==> config.mk <==
export PLATFORM = sky130hd
export DESIGN_NAME = argmax_classifier_flat
export DESIGN_NICKNAME = d
export VERILOG_FILES = /design/src/rtl/argmax_classifier_if.sv /design/src/rtl/argmax_classifier.sv /design/src/flat_wrapper.sv
export SDC_FILE = /design/constraint.sdc
export NUM_CORES = 1
export LEC_CHECK = 0
export CORE_ASPECT_RATIO = 0.75
export CORE_UTILIZATION = 42
export CTS_CLUSTER_DIAMETER = 120
export DETAILED_ROUTE_END_ITERATION = 8
export PLACE_DENSITY = 0.65
export SYNTH_ARGS = -nofsm -noshare
export SYNTH_HDL_FRONTEND = slang
export SYNTH_SLANG_ARGS = --single-unit
==> constraint.sdc <==
create_clock -name clk -period 11.35 [get_ports clk]
set_input_delay 2.27 -clock clk [delete_from_list [all_inputs] [get_ports clk]]
set_output_delay 2.27 -clock clk [all_outputs]
set_load 0.01 [all_outputs]
==> src/rtl/argmax_classifier_if.sv <==
// Score/handshake bundle between the MLP output layer and the argmax classifier.
// ARGMAX_MARGIN_EN adds the best-minus-second-best margin output.
interface argmax_classifier_if #(
  parameter int N_CLASSES = 10,
  parameter int WIDTH     = 16,
  parameter int IDX_W     = 4
);
  logic [N_CLASSES*WIDTH-1:0] scores;
  logic                       start;
  logic                       ack;
  logic                       busy;
  logic                       valid;
  logic [IDX_W-1:0]           class_idx;
  logic [WIDTH-1:0]           max_score;
`ifdef ARGMAX_MARGIN_EN
  logic [WIDTH-1:0]           margin;

  modport master (
    output scores, start, ack,
    input  busy, valid, class_idx, max_score, margin
  );

  modport slave (
    input  scores, start, ack,
    output busy, valid, class_idx, max_score, margin
  );
`else
  modport master (
    output scores, start, ack,
    input  busy, valid, class_idx, max_score
  );

  modport slave (
    input  scores, start, ack,
    output busy, valid, class_idx, max_score
  );
`endif
endinterface

==> src/rtl/argmax_classifier.sv <==
// Serial argmax over N_CLASSES signed scores with a valid/ack result handshake.
// ARGMAX_MARGIN_EN adds second-best tracking and a saturated margin output.
//
// state | meaning
// IDLE  | waiting for start; scores snapshotted on the start edge
// SNAP  | seed best with class 0, point scan at class 1
// SCAN  | one signed compare per cycle; final compare loads the result
// DONE  | result valid, held until ack
module argmax_classifier #(
  parameter int N_CLASSES = 10,
  parameter int WIDTH     = 16,
  parameter int IDX_W     = 4
) (
  input logic clk,
  input logic reset,
  argmax_classifier_if.slave bus
);

  typedef enum logic [1:0] {IDLE, SNAP, SCAN, DONE} state_t;

  localparam logic [IDX_W-1:0] LAST_IDX = IDX_W'(N_CLASSES - 1);

  state_t state, state_nxt;

  logic signed [WIDTH-1:0] snap [N_CLASSES];
  logic signed [WIDTH-1:0] best_val, best_val_nxt, cur_val;
  logic [IDX_W-1:0]        best_idx, best_idx_nxt, scan_idx;
  logic [IDX_W-1:0]        class_idx_q;
  logic [WIDTH-1:0]        max_score_q;
  logic                    last_cmp;

`ifdef ARGMAX_MARGIN_EN
  localparam logic signed [WIDTH-1:0] MOST_NEG   = {1'b1, {(WIDTH-1){1'b0}}};
  localparam logic [WIDTH:0]          MARGIN_MAX = {2'b00, {(WIDTH-1){1'b1}}};

  logic signed [WIDTH-1:0] second_val, second_val_nxt;
  logic [WIDTH:0]          margin_diff;
  logic [WIDTH-1:0]        margin_nxt, margin_q;
`endif

  always_comb begin
    cur_val = '0;
    for (int g = 0; g < N_CLASSES; g++) begin
      if (scan_idx == IDX_W'(g)) cur_val = snap[g];
    end
  end

  assign last_cmp = (scan_idx == LAST_IDX);

  // Strictly greater only, so the lowest index keeps a tie.
  always_comb begin
    best_val_nxt = best_val;
    best_idx_nxt = best_idx;
    if (cur_val > best_val) begin
      best_val_nxt = cur_val;
      best_idx_nxt = scan_idx;
    end
  end

`ifdef ARGMAX_MARGIN_EN
  always_comb begin
    second_val_nxt = second_val;
    if (cur_val > best_val) begin
      second_val_nxt = best_val;
    end else if (cur_val > second_val) begin
      second_val_nxt = cur_val;
    end
    // best >= second always holds, so the difference is non-negative.
    margin_diff = {best_val_nxt[WIDTH-1], best_val_nxt} -
                  {second_val_nxt[WIDTH-1], second_val_nxt};
    margin_nxt  = (margin_diff > MARGIN_MAX) ? MARGIN_MAX[WIDTH-1:0]
                                             : margin_diff[WIDTH-1:0];
  end
`endif

  always_ff @(posedge clk or negedge reset) begin
    if (!reset) state <= IDLE;
    else        state <= state_nxt;
  end

  always_comb begin
    state_nxt = state;
    case (state)
      IDLE:    if (bus.start) state_nxt = SNAP;
      SNAP:    state_nxt = SCAN;
      SCAN:    if (last_cmp) state_nxt = DONE;
      DONE:    if (bus.ack) state_nxt = IDLE;
      default: state_nxt = IDLE;
    endcase
  end

  always_ff @(posedge clk or negedge reset) begin
    if (!reset) begin
      for (int g = 0; g < N_CLASSES; g++) snap[g] <= '0;
      best_val    <= '0;
      best_idx    <= '0;
      scan_idx    <= '0;
      class_idx_q <= '0;
      max_score_q <= '0;
`ifdef ARGMAX_MARGIN_EN
      second_val  <= '0;
      margin_q    <= '0;
`endif
    end else begin
      case (state)
        IDLE: begin
          if (bus.start) begin
            for (int g = 0; g < N_CLASSES; g++) snap[g] <= bus.scores[g*WIDTH +: WIDTH];
          end
        end
        SNAP: begin
          best_val   <= snap[0];
          best_idx   <= '0;
          scan_idx   <= IDX_W'(1);
`ifdef ARGMAX_MARGIN_EN
          second_val <= MOST_NEG;
`endif
        end
        SCAN: begin
          best_val <= best_val_nxt;
          best_idx <= best_idx_nxt;
          scan_idx <= scan_idx + 1'b1;
`ifdef ARGMAX_MARGIN_EN
          second_val <= second_val_nxt;
`endif
          if (last_cmp) begin
            class_idx_q <= best_idx_nxt;
            max_score_q <= best_val_nxt;
`ifdef ARGMAX_MARGIN_EN
            margin_q    <= margin_nxt;
`endif
          end
        end
        default: ;
      endcase
    end
  end

  assign bus.busy      = (state != IDLE);
  assign bus.valid     = (state == DONE);
  assign bus.class_idx = class_idx_q;
  assign bus.max_score = max_score_q;
`ifdef ARGMAX_MARGIN_EN
  assign bus.margin    = margin_q;
`endif

endmodule
==> src/flat_wrapper.sv <==
// flat-port wrapper written by rule: the top's interface ports become plain ports
module argmax_classifier_flat 
#(
  parameter int N_CLASSES = 10,
  parameter int WIDTH     = 16,
  parameter int IDX_W     = 4
)
  (clk, reset, bus_scores, bus_start, bus_ack, bus_busy, bus_valid, bus_class_idx, bus_max_score);
  argmax_classifier_if #(.N_CLASSES(N_CLASSES), .WIDTH(WIDTH), .IDX_W(IDX_W)) bus_i ();
  input logic clk;
  input logic reset;
  input wire logic [$bits(bus_i.scores)-1:0] bus_scores;
  input wire logic [$bits(bus_i.start)-1:0] bus_start;
  input wire logic [$bits(bus_i.ack)-1:0] bus_ack;
  output wire logic [$bits(bus_i.busy)-1:0] bus_busy;
  output wire logic [$bits(bus_i.valid)-1:0] bus_valid;
  output wire logic [$bits(bus_i.class_idx)-1:0] bus_class_idx;
  output wire logic [$bits(bus_i.max_score)-1:0] bus_max_score;
  assign bus_i.scores = bus_scores;
  assign bus_i.start = bus_start;
  assign bus_i.ack = bus_ack;
  assign bus_busy = bus_i.busy;
  assign bus_valid = bus_i.valid;
  assign bus_class_idx = bus_i.class_idx;
  assign bus_max_score = bus_i.max_score;
  argmax_classifier #(.N_CLASSES(N_CLASSES), .WIDTH(WIDTH), .IDX_W(IDX_W)) u_core (.clk(clk), .reset(reset), .bus(bus_i));
endmodule
---- After elaboration in Yosys (flattened, before gate mapping) ----
Cells that the tools add are included.
word-level totals
  register bits ........................... 206
  input port bits ......................... 164
  output and inout port bits .............. 22
  word-level logic and storage cells ...... 59
cells by class
  $add $sub $neg .......................... 1
  magnitude comparators ................... 1
  eq/ne operators ......................... 15
  mux-type cells .......................... 19
  reduce and logical (&&, ||, !) cells .... 7
operators with widths
  kind                   count
  $mux W16               11
  $pmux W16 S2           1
  $eq A4 B3 Y1 const B   4
  $gt A16 B16 Y1         1
  $pmux W4 S2            2
  $eq A4 B2 Y1 const B   2
  $eq A4 B4 Y1 const B   2
  $pmux W2 S4            1
  $mux W2                3
  $add A4 B1 Y4 const B  1
  $eq A2 B2 Y1 const B   2
  $eq A4 B1 Y1 const B   1
  $logic_not A4 Y1       1
  $mux W4                1
  $ne A2 B2 Y1 const B   2
  $reduce_and A2 Y1      2
  $reduce_bool A2 Y1     2
  $reduce_and A3 Y1      1
  $eq A2 B1 Y1 const B   1
  $logic_not A2 Y1       1
  $ne A2 B1 Y1 const B   1

---- Longest topological paths before layout ----
Gate-level depths: netlist of the first run.
  depth in word-level cells ............... 14
  mapped depth ............................ 18
  depth with buffers taken out ............ 14

---- Least setup slack after synthesis of the first run ----
Ideal clock, no wire load.
  path type ............................... flip-flop to flip-flop
  from .................................... reg u_core.scan_idx[0]
  to ...................................... reg u_core.best_val[0]
  setup time .............................. 0.128 ns
  data arrival time ....................... 3.655 ns
  required time ........................... 11.222 ns
  setup slack ............................. 7.567 ns
  stages on the path, launching flop included .. 16
  path buffers ............................ 3
  clock period less this slack ............ 3.783 ns
  cells stage by stage .................... dfrtp_1 > ha_1 > clkbuf_1 > or3_1 > clkbuf_1 > a311oi_1 > a2111oi_0 > nor3_1 > ha_1 > a211oi_2 > nand2_1 > o311a_1 > or4_4 > buf_6 > a41oi_2 > o31ai_1
between the ends
  cells in the longest elaborated chain, start to end .. 14
  elaborated cells on any way between the ends .. 23
  classes of those cells .................. order compare: 1; eq/ne: 9; mux: 12; reduce/logical: 1
RTL lines
  element                 line                      text
  start, declared         argmax_classifier.sv:27   logic [IDX_W-1:0] best_idx, best_idx_nxt, scan_idx;
  start signal, assigned  argmax_classifier.sv:122  scan_idx <= scan_idx + 1'b1;
  $logic_not A4 Y1        argmax_classifier.sv:44   if (scan_idx == IDX_W'(g)) cur_val = snap[g];
  $mux W16 (9 in a row)   argmax_classifier.sv:44
  $mux W16 (*)            argmax_classifier.sv:44
  $gt A16 B16 Y1          argmax_classifier.sv:54   if (cur_val > best_val) begin
  $mux W16 (*)            argmax_classifier.sv:54
  $pmux W16 S2 (*)        argmax_classifier.sv:105  case (state)
  end signal, assigned    argmax_classifier.sv:112  best_val <= snap[0];
  end signal, assigned    argmax_classifier.sv:120  best_val <= best_val_nxt;
  end, declared           argmax_classifier.sv:26   logic signed [WIDTH-1:0] best_val, best_val_nxt, cur_val;
Every way passes the cells marked *; elsewhere a longest branch is shown, timed or not.
A chain may end at the register's enable or synchronous reset.

---- Worst setup path in the final report of the first run ----
  from .................................... reg u_core.scan_idx[0]
  to ...................................... reg u_core.best_idx[3]
between the ends
  cells in the longest elaborated chain, start to end .. 14
  elaborated cells on any way between the ends .. 23
  classes of those cells .................. order compare: 1; eq/ne: 9; mux: 12; reduce/logical: 1
RTL lines
  element                line                      text
  $logic_not A4 Y1       argmax_classifier.sv:44
  $mux W16 (9 in a row)  argmax_classifier.sv:44
  $mux W16 (*)           argmax_classifier.sv:44
  $gt A16 B16 Y1 (*)     argmax_classifier.sv:54
  $mux W4 (*)            argmax_classifier.sv:54
  $pmux W4 S2 (*)        argmax_classifier.sv:105
  end signal, assigned   argmax_classifier.sv:121  best_idx <= best_idx_nxt;
  end, declared          argmax_classifier.sv:27
Marked as above.

==> results of run 1 <==
## worst max-delay path: cells and delay by family (launching register included)
kind | cells | cell delay [ns]
AOI/OAI and AO/OA | 7 | 2.17
and+or+nand+nor | 3 | 1.28
adders and majority gates | 2 | 1.16
buffers and inverters | 2 | 0.48
DFF | 1 | 0.46
## through the flow
| stage | utilization | cells | area (um2) | hold slack [ns] | total power, mW |
|---|---|---|---|---|---|
| 3_5_place_dp | 0.516 | 1377 | 12500 | 0.477 | 3.34 |
| 6_report | 0.544 | 1413 | 13100 | 0.484 | 4.05 |
| 4_1_cts | 0.544 | 1412 | 13100 | 0.490 | 4.02 |
| 2_1_floorplan | - | 921 | 10400 | 0.470 | 2.72 |
| 5_1_grt | 0.544 | 1412 | 13100 | 0.506 | 4.29 |
| 3_3_place_gp | 0.516 | 1377 | 12500 | 0.466 | 3.31 |
## sequential cells by signal, indices dropped and copies added (netlist names)
signal / cells
u_core.best_val: 16
u_core.bus.max_score: 16
u_core.bus.class_idx: 4
u_core.snap: 160
u_core.scan_idx: 4
u_core.best_idx: 4
u_core.state: 2
## report_power, final
part | internal, mW | switching (mW) | leakage, nW
Combinational | 0.845 | 1.12 | 2.51
Clock | 0.388 | 0.285 | 0.327
Sequential | 1.09 | 0.327 | 2.49
## Yosys cell counts (all sizes together), types with 2 or more instances
cell and instances:
a2111oi 11, a211oi 3, a21o 4, a21oi 24
a221o 2, a221oi 13, a2bb2oi 16, a311o 2
a311oi 16, a31oi 4, a32oi 5, and2b 2
and3 2, and3b 2, buf 22, clkbuf 53
dfrtp 206, ha 24, inv 35, mux2 160
nand2 66, nand2b 5, nand3 15, nand3b 19
nand4 45, nand4bb 2, nor2 27, nor2b 15
nor3 10, o211ai 18, o21ai 22, o221ai 2
o22ai 37, o311ai 6, o31a 5, o31ai 3
or2b 2
## cell type report
type / count / area, um2
inverter: 35 / 131
sequential: 206 / 5150
clock buffer: 29 / 596
antenna: 1 / 2.50
multi-input combinational: 605 / 4810
clock inverter: 6 / 58.8
timing repair buffer: 200 / 1970
fill: 2156 / 11000
tap: 331 / 414
## routing by layer
metal,part of all wire,routed length [um],up-vias,GRT usage
li1,-,-,3750,-
met4,0.020,654,0,0.0535
met5,0,0,-,0
met3,0.097,3140,38,0.0785
met2,0.41,13200,334,0.346
met1,0.47,15300,4184,0.387
## placed cells by master, fill, tap and decap left out, drive strengths merged, types with 3 or more instances in the layout
master and n:
dfrtp 206, clkdlybuf4s50 184, mux2 160, nand2 66
nand4 45, o22ai 37, inv 36, clkbuf 30
nor2 27, a21oi 24, ha 24, o21ai 22
nand3b 19, o211ai 18, a2bb2oi 16, a311oi 16
nor2b 15, nand3 15, buf 15, a221oi 13
a2111oi 11, nor3 10, o311ai 6, a32oi 5
nand2b 5, o31a 5, a21o 4, clkinv 4
a31oi 4, o31ai 3, a211oi 3
## kinds of logic (layout without fill, tap and decap cells)
| logic type | Yosys count | after routing |
|---|---|---|
| and+or+nand+nor | 217 | 217 |
| DFF | 206 | 206 |
| AOI/OAI and AO/OA | 203 | 203 |
| muxes | 161 | 161 |
| buffers and inverters | 110 | 270 |
| adders and majority gates | 24 | 24 |
| other | 0 | 1 |
## worst max-delay path by stage
stage                                  start                 end  cells past startpoint  slack [ns]
final                     u_core.scan_idx[0]  u_core.best_idx[3]                     14        5.67
after global routing      u_core.scan_idx[0]  u_core.best_idx[3]                     14        5.41
after detailed placement  u_core.scan_idx[0]  u_core.best_idx[3]                     14        5.85
after CTS                 u_core.scan_idx[0]  u_core.best_idx[3]                     14        5.83
after global placement    u_core.scan_idx[0]  u_core.best_idx[3]                     14        6.09
after floorplan           u_core.scan_idx[0]  u_core.best_val[0]                     15        7.57
==> results.py, run 1 <==
metrics = {
    "min_path": {
        "hold_path.class": "reg2reg",
        "min_delay_worst_endpoint": "u_core.bus.class_idx[2]",
        "holdCritStartpoint": "u_core.bus.class_idx[2]",
        "holdPathStages": 2,
    },
    "clock_network": {
        "cts_resized": 0,
        "numCtsBuffers": 21,
        "cts_setup_buffers": 0,
        "cts_root_buffer": "clkbuf_16",
        "insertion_delay_ns": 0.51,
        "htreeDepth": 1,
        "cts.clk_slew.worst_paths_ns": 0.06,
        "cts_sinks": 206,
        "hold_buffers": 0,
        "clockBufferDepth": 3,
        "cts_tree": "built",
    },
    "critical_path": {
        "cpPeakStageDelay_ns": 1.03,
        "rrSetupSlack_ns": 5.67,
        "arrival_ns": 6.06,
        "cp_cell_sequence": "inv_1 -> ha_1 -> nor2b_1 -> a221o_1 -> a311oi_1 -> a2111oi_1 -> ha_1 -> nand4_1 -> a21oi_1 -> o311ai_2 -> a21o_1 -> buf_4 -> nand2_4 -> a311o_1",
        "cp_slowest_cell": "nor2b_1",
        "end_kind": "flop",
        "rr_worst_depth": 14,
        "crit_type": "reg2reg",
        "crit_top_cell": "ha_1",
        "cp.required_ns": 11.74,
        "r2r-end": "u_core.best_idx[3]",
        "r2r_start": "u_core.scan_idx[0]",
        "critPathMaxFanout": 28,
        "start_kind": "flop",
    },
    "drt": {
        "drt_iter0_drc": 850,
        "wl_per_cell_um": 22.9,
        "wl_mm": 32.3,
        "vias": 8306,
        "antenna_left": 0,
        "vias_per_cell": 5.88,
        "remaining_drc_errors": 0,
        "drt-pass1-iter-count": 5,
    },
    "timing": {
        "max_clock_freq_mhz": 176,
        "setup_viol_count_final": 0,
        "period_minus_slack_ns": 5.68,
        "grt_setup_unrepaired": "no",
        "slew_headroom": 0.201,
        "clock_skew_ns": 0.00852,
        "tightest_slew_ns": 1.20,
        "finalCritPeriodShare": 0.500,
        "finalHoldViolCount": 0,
        "setup-tns-final_ns": 0,
        "finalWorstSetupSlack_ns": 5.67,
        "final_max_slew_viol_count": 0,
    },
    "die": {
        "die_x_um": 184,
        "rows": 49,
        "initial_core_util": 0.431,
        "pin_count": 186,
        "die_area_um2": 25500,
        "core_area_um2": 24200,
        "die_height_um": 138,
    },
    "placed_design": {
        "io_buffer_count": 185,
        "gp_congestion": 0.964,
        "dp_hpwl_mm": 23.9,
        "dp_slack_ns": 5.85,
    },
    "yosys": {
        "netlist_area_um2": 10400,
        "synth_flop_cell": "dfrtp_1",
        "async_flop_share": 1.00,
        "synth_compound_area_frac": 0.145,
        "synthCells": 921,
        "synth-edff-count": 0,
        "synth_top_area_frac": 0.495,
        "ys.warnings.count": 0,
        "synth-seq-cells": 206,
        "yosysTopAreaCell": "dfrtp_1",
        "synthMuxAreaShare": 0.174,
        "synthAdderAreaFrac": 0.0288,
        "synthTopCellsByArea": "dfrtp_1 49%, mux2_2 17%, ha_1 2.9%, nand4_1 2.6%, nand2_1 2.3%",
        "synth.distinct_cells": 66,
        "synth_top_family_by_area": "multiplexers",
        "synth-simple-area-share": 0.113,
        "synthesis.nets": 1109,
        "synth_xor_area_frac": 0,
        "ys_seq_area_frac": 0.495,
        "avgSynthCellArea_um2": 11.3,
    },
    "grt": {
        "antenna_found_initial": 1,
        "grt_pass1_vias": 8032,
        "grt_max_degree": 84,
        "grt_usage": 0.253,
        "grt_pass1_wl_mm": 48.7,
        "grt-ovfl-total": 0,
    },
    "pwr": {
        "power-per-cell-area_nw_per_um2": 309,
        "leakage_nw": 5.33,
        "ir_drop_mv": 0.157,
    },
    "cells_and_area": {
        "layout.nets": 1257,
        "drive_gt1_frac": 0.206,
        "areaGrowthSynthToFinish_pct": 26.0,
    },
    "status": {
        "status": "completed",
    },
    "job": {
        "maxCapViolations": 0,
    },
}
(Power assumes the default switching activity.)
==> run 2, diff against run 1 <==
==> constraint.sdc (replaced) <==
create_clock -name clk -period 5.8 [get_ports clk]
set_input_delay 1.16 -clock clk [delete_from_list [all_inputs] [get_ports clk]]
set_output_delay 1.16 -clock clk [all_outputs]
set_load 0.01 [all_outputs]
==> results.py, run 2 (same netlist as run 1, synthesis figures left out) <==
metrics = {
    "die": {
        "die_height_um": 138,
        "rows": 49,
        "initial_core_util": 0.431,
        "die_area_um2": 25500,
        "die_x_um": 184,
        "pin_count": 186,
        "core_area_um2": 24200,
    },
    "drt": {
        "remaining_drc_errors": 0,
        "vias": 8472,
        "drt_iter0_drc": 827,
        "antenna_left": 0,
        "drt-pass1-iter-count": 5,
        "vias_per_cell": 5.91,
        "wl_per_cell_um": 23.5,
        "wl_mm": 33.8,
    },
    "critical_path": {
        "critPathMaxFanout": 27,
        "end_kind": "flop",
        "cp.required_ns": 6.18,
        "start_kind": "flop",
        "arrival_ns": 5.64,
        "crit_type": "reg2reg",
    },
    "timing": {
        "clock_skew_ns": 0.00784,
        "max_clock_freq_mhz": 190,
        "slew_headroom": 0.338,
        "tightest_slew_ns": 0.993,
        "setup_viol_count_final": 0,
        "fin_worst_hold_slack_ns": 0.503,
        "setup-tns-final_ns": 0,
        "final_max_slew_viol_count": 0,
        "finalHoldViolCount": 0,
        "period_minus_slack_ns": 5.26,
        "grt_setup_unrepaired": "no",
        "finalCritPeriodShare": 0.907,
    },
    "placed_design": {
        "dp_hpwl_mm": 25.5,
        "io_buffer_count": 185,
        "gp_congestion": 1.02,
    },
    "cells_and_area": {
        "final_common_cell": "dfrtp_1",
        "layout.nets": 1277,
        "final_util": 0.551,
        "antenna_cells": 0,
        "drive_gt1_frac": 0.218,
        "regMostFlops": "u_core.snap",
        "largest_reg_flops": 160,
        "areaGrowthSynthToFinish_pct": 27.7,
        "layout_common_cells": "206 x dfrtp_1, 184 x clkdlybuf4s50_1, 160 x mux2_2",
    },
    "pwr": {
        "leakage_nw": 5.42,
        "ir_drop_mv": 0.273,
        "switchingPower_mw": 3.46,
        "power_frac_seq": 0.342,
        "combPwrFrac": 0.491,
        "total_power_mw": 8.10,
        "switching_share": 0.428,
        "internal-power_mw": 4.64,
        "power-per-cell-area_nw_per_um2": 609,
        "clkPwrFrac": 0.167,
    },
    "clock_network": {
        "cts_root_buffer": "clkbuf_16",
        "hold_buffers": 0,
        "insertion_delay_ns": 0.52,
        "clockBufferDepth": 3,
        "cts_setup_buffers": 0,
        "cts.clk_slew.worst_paths_ns": 0.06,
        "cts_sinks": 206,
        "cts_tree": "built",
        "numCtsBuffers": 22,
        "htreeDepth": 1,
        "cts_resized": 0,
    },
    "job": {
        "maxCapViolations": 0,
    },
    "status": {
        "status": "completed",
    },
    "grt": {
        "grt_max_degree": 97,
        "grt_pass1_wl_mm": 50.8,
        "grt-ovfl-total": 0,
        "grt_pass1_vias": 8303,
        "antenna_found_initial": 2,
        "grt_usage": 0.265,
    },
    "min_path": {
        "hold_path.class": "reg2reg",
    },
}
-- run 2: changes by cell type in the layout (fill, tap and decap cells not counted), sizes merged --
cell      previous run  this run
buf                 15        34
clkinvlp             0         1
clkbuf              30        33
diode                1         0
inv                 36        35
-- run 2: power groups by stage --
stage | sequential [mW] | combinational [mW] | clock [mW]
6_report | 2.77 | 3.98 | 1.35
5_1_grt | 2.83 | 4.30 | 1.43
4_1_cts | 2.75 | 3.92 | 1.38
3_3_place_gp | 2.76 | 3.87 | 0
2_1_floorplan | 2.43 | 2.88 | 0
3_5_place_dp | 2.77 | 3.90 | 0
-- run 2: metrics by stage --
step	instances	area, um2	worst slack (ns)
finish	1434	13300	0.538
global route	1434	13300	0.232
CTS	1434	13300	0.710
detailed placement	1396	12600	0.749
global placement	1396	12600	0.797
floorplan	921	10400	2.02
-- run 2: final timing paths --
path	startpoint	end	slack [ns]	depth (start not counted)
setup / recovery	u_core.scan_idx[0]	u_core.bus.max_score[11]	0.54	15
hold / removal	u_core.bus.max_score[5]	u_core.bus.max_score[5]	0.50	2
setup reg to reg	u_core.scan_idx[0]	u_core.bus.max_score[11]	0.54	15
hold reg to reg	u_core.bus.max_score[5]	u_core.bus.max_score[5]	0.50	2
max in group asynchronous	reset	u_core.snap[48]	3.81	2
min in group asynchronous	reset	u_core.bus.max_score[7]	0.72	1
-- run 2: per-layer routing --
metal  wire length [um]  share of wire  GRT usage  vias up
li1                   -              -          -     3778
met1              15900           0.47      0.408     4180
met2              13700           0.41      0.367      452
met3               3250          0.096     0.0682       60
met4                842          0.025     0.0640        2
met5                 13        0.00039          0        -
-- run 2: area by class of cell --
| class | count | area (um2) |
|---|---|---|
| Fill cell | 2157 | 10800 |
| Sequential cell | 206 | 5150 |
| Multi-Input combinational cell | 605 | 4810 |
| Timing Repair Buffer | 219 | 2120 |
| Clock buffer | 32 | 608 |
| Tap cell | 331 | 414 |
| Inverter | 35 | 131 |
| Clock inverter | 6 | 72.6 |
-- run 2: worst max-delay path: stages, from the launching register on --
cell and delay, ns:
dfrtp_1 0.47, inv_1 0.13, ha_1 0.82, inv_1 0.22
buf_4 0.26, a311oi_1 0.38, a2111oi_0 0.16, nor3_1 0.42
ha_1 0.34, nand4_1 0.17, a21oi_1 0.10, o311ai_2 0.45
a21oi_1 0.16, nor2_1 0.55, buf_4 0.34, o211ai_1 0.13
